==> config.mk <==
export PLATFORM = sky130hd
export DESIGN_NAME = game_state_sequencer
export DESIGN_NICKNAME = d
export VERILOG_FILES = /design/src/rtl/game_state_sequencer.sv
export SDC_FILE = /design/constraint.sdc
export NUM_CORES = 1
export LEC_CHECK = 0
export CAP_MARGIN = 20
export CORE_MARGIN = 2
export CORE_UTILIZATION = 40
export CTS_BUF_LIST = sky130_fd_sc_hd__clkbuf_8 sky130_fd_sc_hd__clkbuf_16
export CTS_CLUSTER_SIZE = 20
export DETAILED_ROUTE_END_ITERATION = 12
export PLACE_DENSITY = 0.66
export SYNTH_ARGS = -nofsm -noshare
export SYNTH_HDL_FRONTEND = slang
export SYNTH_SLANG_ARGS = --single-unit
export TNS_END_PERCENT = 1
==> constraint.sdc <==
create_clock -name clk -period 3 [get_ports clk]
set_clock_uncertainty 0.15 [all_clocks]
set_input_delay 0.6 -clock clk [delete_from_list [all_inputs] [get_ports clk]]
set_output_delay 0.6 -clock clk [all_outputs]
set_load 0.01 [all_outputs]
==> src/rtl/game_state_sequencer.sv <==
// Game flow controller: latches per-pixel collision flags each frame, sequences IDLE/PLAY/HIT/LEVEL_UP/GAME_OVER,
// and keeps score, lives and level. Updates land on the clock edge ending the startOfFrame cycle; start_key acts any cycle.
// No backpressure: pulse outputs last exactly one clk. Optional bonus-life logic is built only when BONUS_LIFE_EN is defined.
//
// Ports:
//   clk, resetN (async active-low), startOfFrame (1-cycle frame pulse), start_key (level, rising edge used)
//   tile/prize/gate/step_free_collision (per-pixel contact flags)
//   game_state[2:0], score[13:0], lives[2:0], level[3:0], freeze_motion, respawnPulse, soundPulse
module game_state_sequencer #(
  parameter int INIT_LIVES   = 3,
  parameter int MAX_LIVES    = 7,
  parameter int PRIZE_POINTS = 10,
  parameter int SCORE_MAX    = 9999,
  parameter int HIT_FRAMES   = 60,
  parameter int LEVEL_FRAMES = 90,
  parameter int MAX_LEVEL    = 9
`ifdef BONUS_LIFE_EN
  ,
  parameter int BONUS_SCORE  = 500
`endif
) (
  input  logic        clk,
  input  logic        resetN,
  input  logic        startOfFrame,
  input  logic        start_key,
  input  logic        tile_collision,
  input  logic        prize_collision,
  input  logic        gate_collision,
  input  logic        step_free_collision,
  output logic [2:0]  game_state,
  output logic [13:0] score,
  output logic [2:0]  lives,
  output logic [3:0]  level,
  output logic        freeze_motion,
  output logic        respawnPulse,
  output logic        soundPulse
);

  typedef enum logic [2:0] {
    ST_IDLE      = 3'd0,
    ST_PLAY      = 3'd1,
    ST_HIT       = 3'd2,
    ST_LEVEL_UP  = 3'd3,
    ST_GAME_OVER = 3'd4
  } state_t;

  localparam int TMAX = (HIT_FRAMES > LEVEL_FRAMES) ? HIT_FRAMES : LEVEL_FRAMES;
  localparam int TW   = $clog2(TMAX + 1);

  localparam logic [TW-1:0] HIT_T     = TW'(HIT_FRAMES);
  localparam logic [TW-1:0] LEVEL_T   = TW'(LEVEL_FRAMES);
  localparam logic [14:0]   PRIZE15   = 15'(PRIZE_POINTS);
  localparam logic [14:0]   SMAX15    = 15'(SCORE_MAX);
  localparam logic [2:0]    INIT_L    = 3'(INIT_LIVES);
  localparam logic [2:0]    MAX_L     = 3'(MAX_LIVES);
  localparam logic [3:0]    MAX_LVL   = 4'(MAX_LEVEL);

  state_t          state_q, state_d;
  logic [13:0]     score_q, score_d;
  logic [2:0]      lives_q, lives_d;
  logic [3:0]      level_q, level_d;
  logic [TW-1:0]   timer_q, timer_d;
  logic            tile_lat, prize_lat, gate_lat, step_lat;
  logic            tile_d, prize_d, gate_d, step_d;
  logic            start_prev;
  logic            resp_q, resp_d;
  logic            sound_q, sound_d;

  logic            start_rise;
  logic [14:0]     score_sum;
  logic [13:0]     score_clamp;
  logic [2:0]      lives_base;
  logic            bonus_hit;

  assign start_rise = start_key & ~start_prev;

  // Prize and step-free stack in one frame; sum is 15 bits so it cannot wrap before the clamp.
  assign score_sum   = {1'b0, score_q} + (prize_lat ? PRIZE15 : 15'd0) + {14'd0, step_lat};
  assign score_clamp = (score_sum > SMAX15) ? SMAX15[13:0] : score_sum[13:0];

`ifdef BONUS_LIFE_EN
  localparam logic [14:0] BONUS15 = 15'(BONUS_SCORE);
  // A bonus is due when the post-clamp score enters a higher BONUS_SCORE band.
  assign bonus_hit = (({1'b0, score_clamp} / BONUS15) > ({1'b0, score_q} / BONUS15));
`else
  assign bonus_hit = 1'b0;
`endif

  always_ff @(posedge clk or negedge resetN) begin
    if (!resetN) begin
      state_q    <= ST_IDLE;
      score_q    <= 14'd0;
      lives_q    <= INIT_L;
      level_q    <= 4'd1;
      timer_q    <= '0;
      tile_lat   <= 1'b0;
      prize_lat  <= 1'b0;
      gate_lat   <= 1'b0;
      step_lat   <= 1'b0;
      start_prev <= 1'b0;
      resp_q     <= 1'b0;
      sound_q    <= 1'b0;
    end else begin
      state_q    <= state_d;
      score_q    <= score_d;
      lives_q    <= lives_d;
      level_q    <= level_d;
      timer_q    <= timer_d;
      tile_lat   <= tile_d;
      prize_lat  <= prize_d;
      gate_lat   <= gate_d;
      step_lat   <= step_d;
      start_prev <= start_key;
      resp_q     <= resp_d;
      sound_q    <= sound_d;
    end
  end

  always_comb begin
    state_d    = state_q;
    score_d    = score_q;
    lives_d    = lives_q;
    level_d    = level_q;
    timer_d    = timer_q;
    resp_d     = 1'b0;
    sound_d    = 1'b0;
    lives_base = lives_q;

    // On a frame boundary the old frame's flags are consumed and the latch restarts
    // with this cycle's inputs, so a coincident collision counts toward the new frame.
    if (startOfFrame) begin
      tile_d  = tile_collision;
      prize_d = prize_collision;
      gate_d  = gate_collision;
      step_d  = step_free_collision;
    end else begin
      tile_d  = tile_lat  | tile_collision;
      prize_d = prize_lat | prize_collision;
      gate_d  = gate_lat  | gate_collision;
      step_d  = step_lat  | step_free_collision;
    end

    case (state_q)
      ST_IDLE: begin
        if (start_rise) begin
          state_d = ST_PLAY;
          score_d = 14'd0;
          lives_d = INIT_L;
          level_d = 4'd1;
          resp_d  = 1'b1;
          tile_d  = 1'b0;
          prize_d = 1'b0;
          gate_d  = 1'b0;
          step_d  = 1'b0;
        end
      end

      ST_PLAY: begin
        if (startOfFrame) begin
          if (tile_lat) begin
            if (lives_q != 3'd1) begin
              lives_base = lives_q - 3'd1;
              state_d    = ST_HIT;
              timer_d    = HIT_T;
            end else begin
              state_d    = ST_GAME_OVER;
            end
          end else if (gate_lat) begin
            state_d = ST_LEVEL_UP;
            level_d = (level_q >= MAX_LVL) ? MAX_LVL : level_q + 4'd1;
            timer_d = LEVEL_T;
          end
          score_d = score_clamp;
          sound_d = tile_lat | gate_lat | prize_lat;
          // Bonus is applied after the tile decrement, so a hit and a bonus cancel out.
          if (bonus_hit) begin
            sound_d = 1'b1;
            if (lives_base < MAX_L) begin
              lives_base = lives_base + 3'd1;
            end
          end
          // The last life lost always ends the game, bonus or not.
          lives_d = (tile_lat && (lives_q == 3'd1)) ? 3'd0 : lives_base;
        end
      end

      ST_HIT, ST_LEVEL_UP: begin
        // Collisions are still latched here but never scored.
        if (startOfFrame) begin
          if (timer_q <= TW'(1)) begin
            state_d = ST_PLAY;
            timer_d = '0;
            resp_d  = 1'b1;
          end else begin
            timer_d = timer_q - TW'(1);
          end
        end
      end

      ST_GAME_OVER: begin
        if (start_rise) begin
          state_d = ST_IDLE;
        end
      end

      default: begin
        state_d = ST_IDLE;
      end
    endcase
  end

  assign game_state    = state_q;
  assign score         = score_q;
  assign lives         = lives_q;
  assign level         = level_q;
  assign freeze_motion = (state_q != ST_PLAY);
  assign respawnPulse  = resp_q;
  assign soundPulse    = sound_q;

endmodule

==> reports/qor.txt <==
outcome -> finished, final reports clean
final hold viol count -> 0
Rel. slew slack -> 42.7%
H-tree levels -> 2
complex-gate fraction of the synthesized area -> 24.5%
routed len/inst -> 14.9 um
# clock sinks -> 38
multi-input logic area -> 1410 um2
R2R depth -> 11
CTS Buf Count -> 5
Clk Latency, worst-skew pair -> 300 ps
GRT Overall Usage -> 18.2%
ys flop type -> dfrtp_1
core area -> 6030 um2
main area contributors after synthesis -> dfrtp_1 (35%), nor2_1 (5.5%), ha_1 (5.0%)
final WL -> 6030 um
Avg Cell Area, Syn -> 8.58 um2
simple logic cell fraction of the synthesized area -> 24.3%
CTS max path bufs -> 2
Critical Path Sink Type -> flop
Port Buffers -> 34
Post-synth top cells -> nor2_1 (37), dfrtp_1 (35), nand2_1 (23), o21ai_0 (22), a21oi_1 (20)
max-slew violations -> 0
number of enable flip-flop cells after synthesis -> 0
syn nets -> 313
Post-DRT Antenna Nets -> 0
nets@finish -> 348
Seq/Total Area, Yosys -> 37.8%
xor/xnor share of the synthesized area -> 0.347%
critical path's slowest cell -> fa_1
max_cap viols -> 0
Synth top area share -> 34.7%
final setup vio count -> 0
power per cell area -> 908 nW/um2
delay-heaviest family, CP -> simple AND/OR/NAND/NOR gates
unrepaired setup endpoints after global routing -> false
RePlAce Congestion -> 0.842
Via density -> 5.73
worst slew pin tran -> 860 ps
largest family of logic cells by synthesized area -> compound AO/OA/AOI/OAI gates
Filler cells -> 579
initial antenna violation count -> 0
Post-Syn Instances -> 294
vias in the first global route -> 2,172
CP Cell Sequence -> ha_1 -> inv_1 -> fa_1 -> and3b_2 -> o22ai_1 -> mux2_4 -> o211ai_2 -> a21oi_4 -> buf_4 -> nor2_1 -> a22o_1
Yosys warnings -> 0
CP Max Fanout -> 6
CTS tree -> done
hold_buf cts -> 0
peak supply drop -> 517 uV
dpl hpwl -> 4180 um
Fin Setup TNS -> 0 ps
CTS root buf -> clkbuf_8
DIE WIDTH -> 83.4 um
Die Height -> 83.4 um
largest net degree at the start of global routing -> 39
Antenna Cells -> 0
Arr. time, crit path -> 2910 ps
first-pass GRT wire length -> 10,500 um
sequential cell area -> 955 um2
count of cell types in the netlist -> 59
leak pwr -> 1.30 nW
layout cells sized above 1 -> 11.5%
WHS -> 242 ps
ys async rst share -> 100%
Top Ports -> 35
synthesized area -> 2520 um2
critical path launch point type -> flop
synthesized flop and latch total -> 38
critical path depth -> 11
Peak Freq -> 355 MHz
cell taking the most area after synthesis -> dfrtp_1
Crit path buffers/inverters -> 2
DRT iter0 DRCs -> 98
final period utilization -> 93.9%
FP Rows -> 28
drt pass-1 iters -> 4
grt total ovfl -> 0
post-layout minimum cycle time -> 2820 ps
mux share of post-synthesis cell area -> 0.595%
die area -> 6960 um2
DRC violations left -> 0
Area Growth Syn to Fin -> 22.6%
Initial Util -> 41.9%
critical path's largest stage delay -> 400 ps
Synth Area in Adders -> 5.75%
worst hold path type -> in2async
clock-pin slew on the worst setup and hold paths -> 80 ps
most common cell in the netlist -> nor2_1
via count -> 2,319
WP data required -> 3090 ps
CP Class -> reg2reg
-- where the power goes --
group	leakage (nW)	internal, mW	total [mW]	switching (mW)
logic	0.766	0.624	1.33	0.710
clock network	0.0683	0.333	0.537	0.204
registers	0.469	0.687	0.936	0.250
total	1.30	1.64	2.81	1.16
-- layout by cell type (no fill, tap or decap), types with 3 or more instances in the layout --
master / instances
nor2_1: 37
dfrtp_1: 35
clkdlybuf4s50_1: 33
nand2_1: 23
o21ai_0: 22
a21oi_1: 20
inv_1: 18
nor3_1: 13
ha_1: 10
buf_4: 10
nand3_1: 9
nand2b_1: 5
a211o_1: 5
clkbuf_8: 5
nor4_1: 4
o21ai_1: 4
nand3b_1: 4
a31oi_1: 4
o211ai_1: 3
o31ai_1: 3
a21o_1: 3
nand4_1: 3
nor4_2: 3
a211oi_1: 3
o22a_1: 3
dfstp_2: 3
-- through the flow --
stage	worst slack, ps	cell area (um2)	power, mW	instances	util [%]
4_1_cts	61.2	3090	2.82	405	51.2
2_1_floorplan	351	2520	1.78	294	-
6_report	183	3090	2.81	405	51.3
5_1_grt	14.1	3090	3.05	405	51.3
3_5_place_dp	0.356	2910	2.22	394	48.3
3_3_place_gp	98.2	2910	2.20	394	48.3
-- final timing paths --
path | slack, ps | endpoint | startpoint
max | 180 | score[4] | score[0]
min | 240 | score[3] | resetN
max reg2reg | 180 | score[4] | score[0]
min reg2reg | 370 | lives[0] | lives[0]
max in group asynchronous | 1900 | score[0] | resetN
min in group clk | 370 | lives[0] | lives[0]
-- logic make-up (layout without fill, tap and decap cells) --
family,after synthesis,count (layout)
simple gates,117,117
xor+xnor,1,1
fa+ha+maj,11,11
compound gates,91,91
buf+inv,35,71
flops,38,38
mux,1,1
-- layout make-up --
cell class | count | share of cell area, %
Multi-Input combinational cell | 221 | 45.6
Timing Repair Buffer | 45 | 13.9
Clock inverter | 3 | 2.22
Inverter | 18 | 2.18
Sequential cell | 38 | 30.9
Tap cell | 75 | 3.03
Clock buffer | 5 | 2.22
-- state kept, by name (all words and copies together) (netlist names) --
register      count
respawnPulse      1
score            14
gate_lat          1
step_lat          1
tile_lat          1
timer_q           7
level             4
prize_lat         1
game_state        3
lives             3
soundPulse        1
start_prev        1
-- per-layer routing --
metal  global-route usage (%)  wire length [um]
met1                     25.2              2820
met2                     29.1              2730
met3                     4.27               380
met4                     4.40               100
met5                        0                 0
-- timing repair --
item / 4_1_cts / 5_1_grt
buffers inserted: 3 / 0
setup endpoints to repair: 2 / 11
pin swaps: 1 / 0
resized for setup: 0 / 2
No activity file was read; power rests on OpenSTA's default activity.
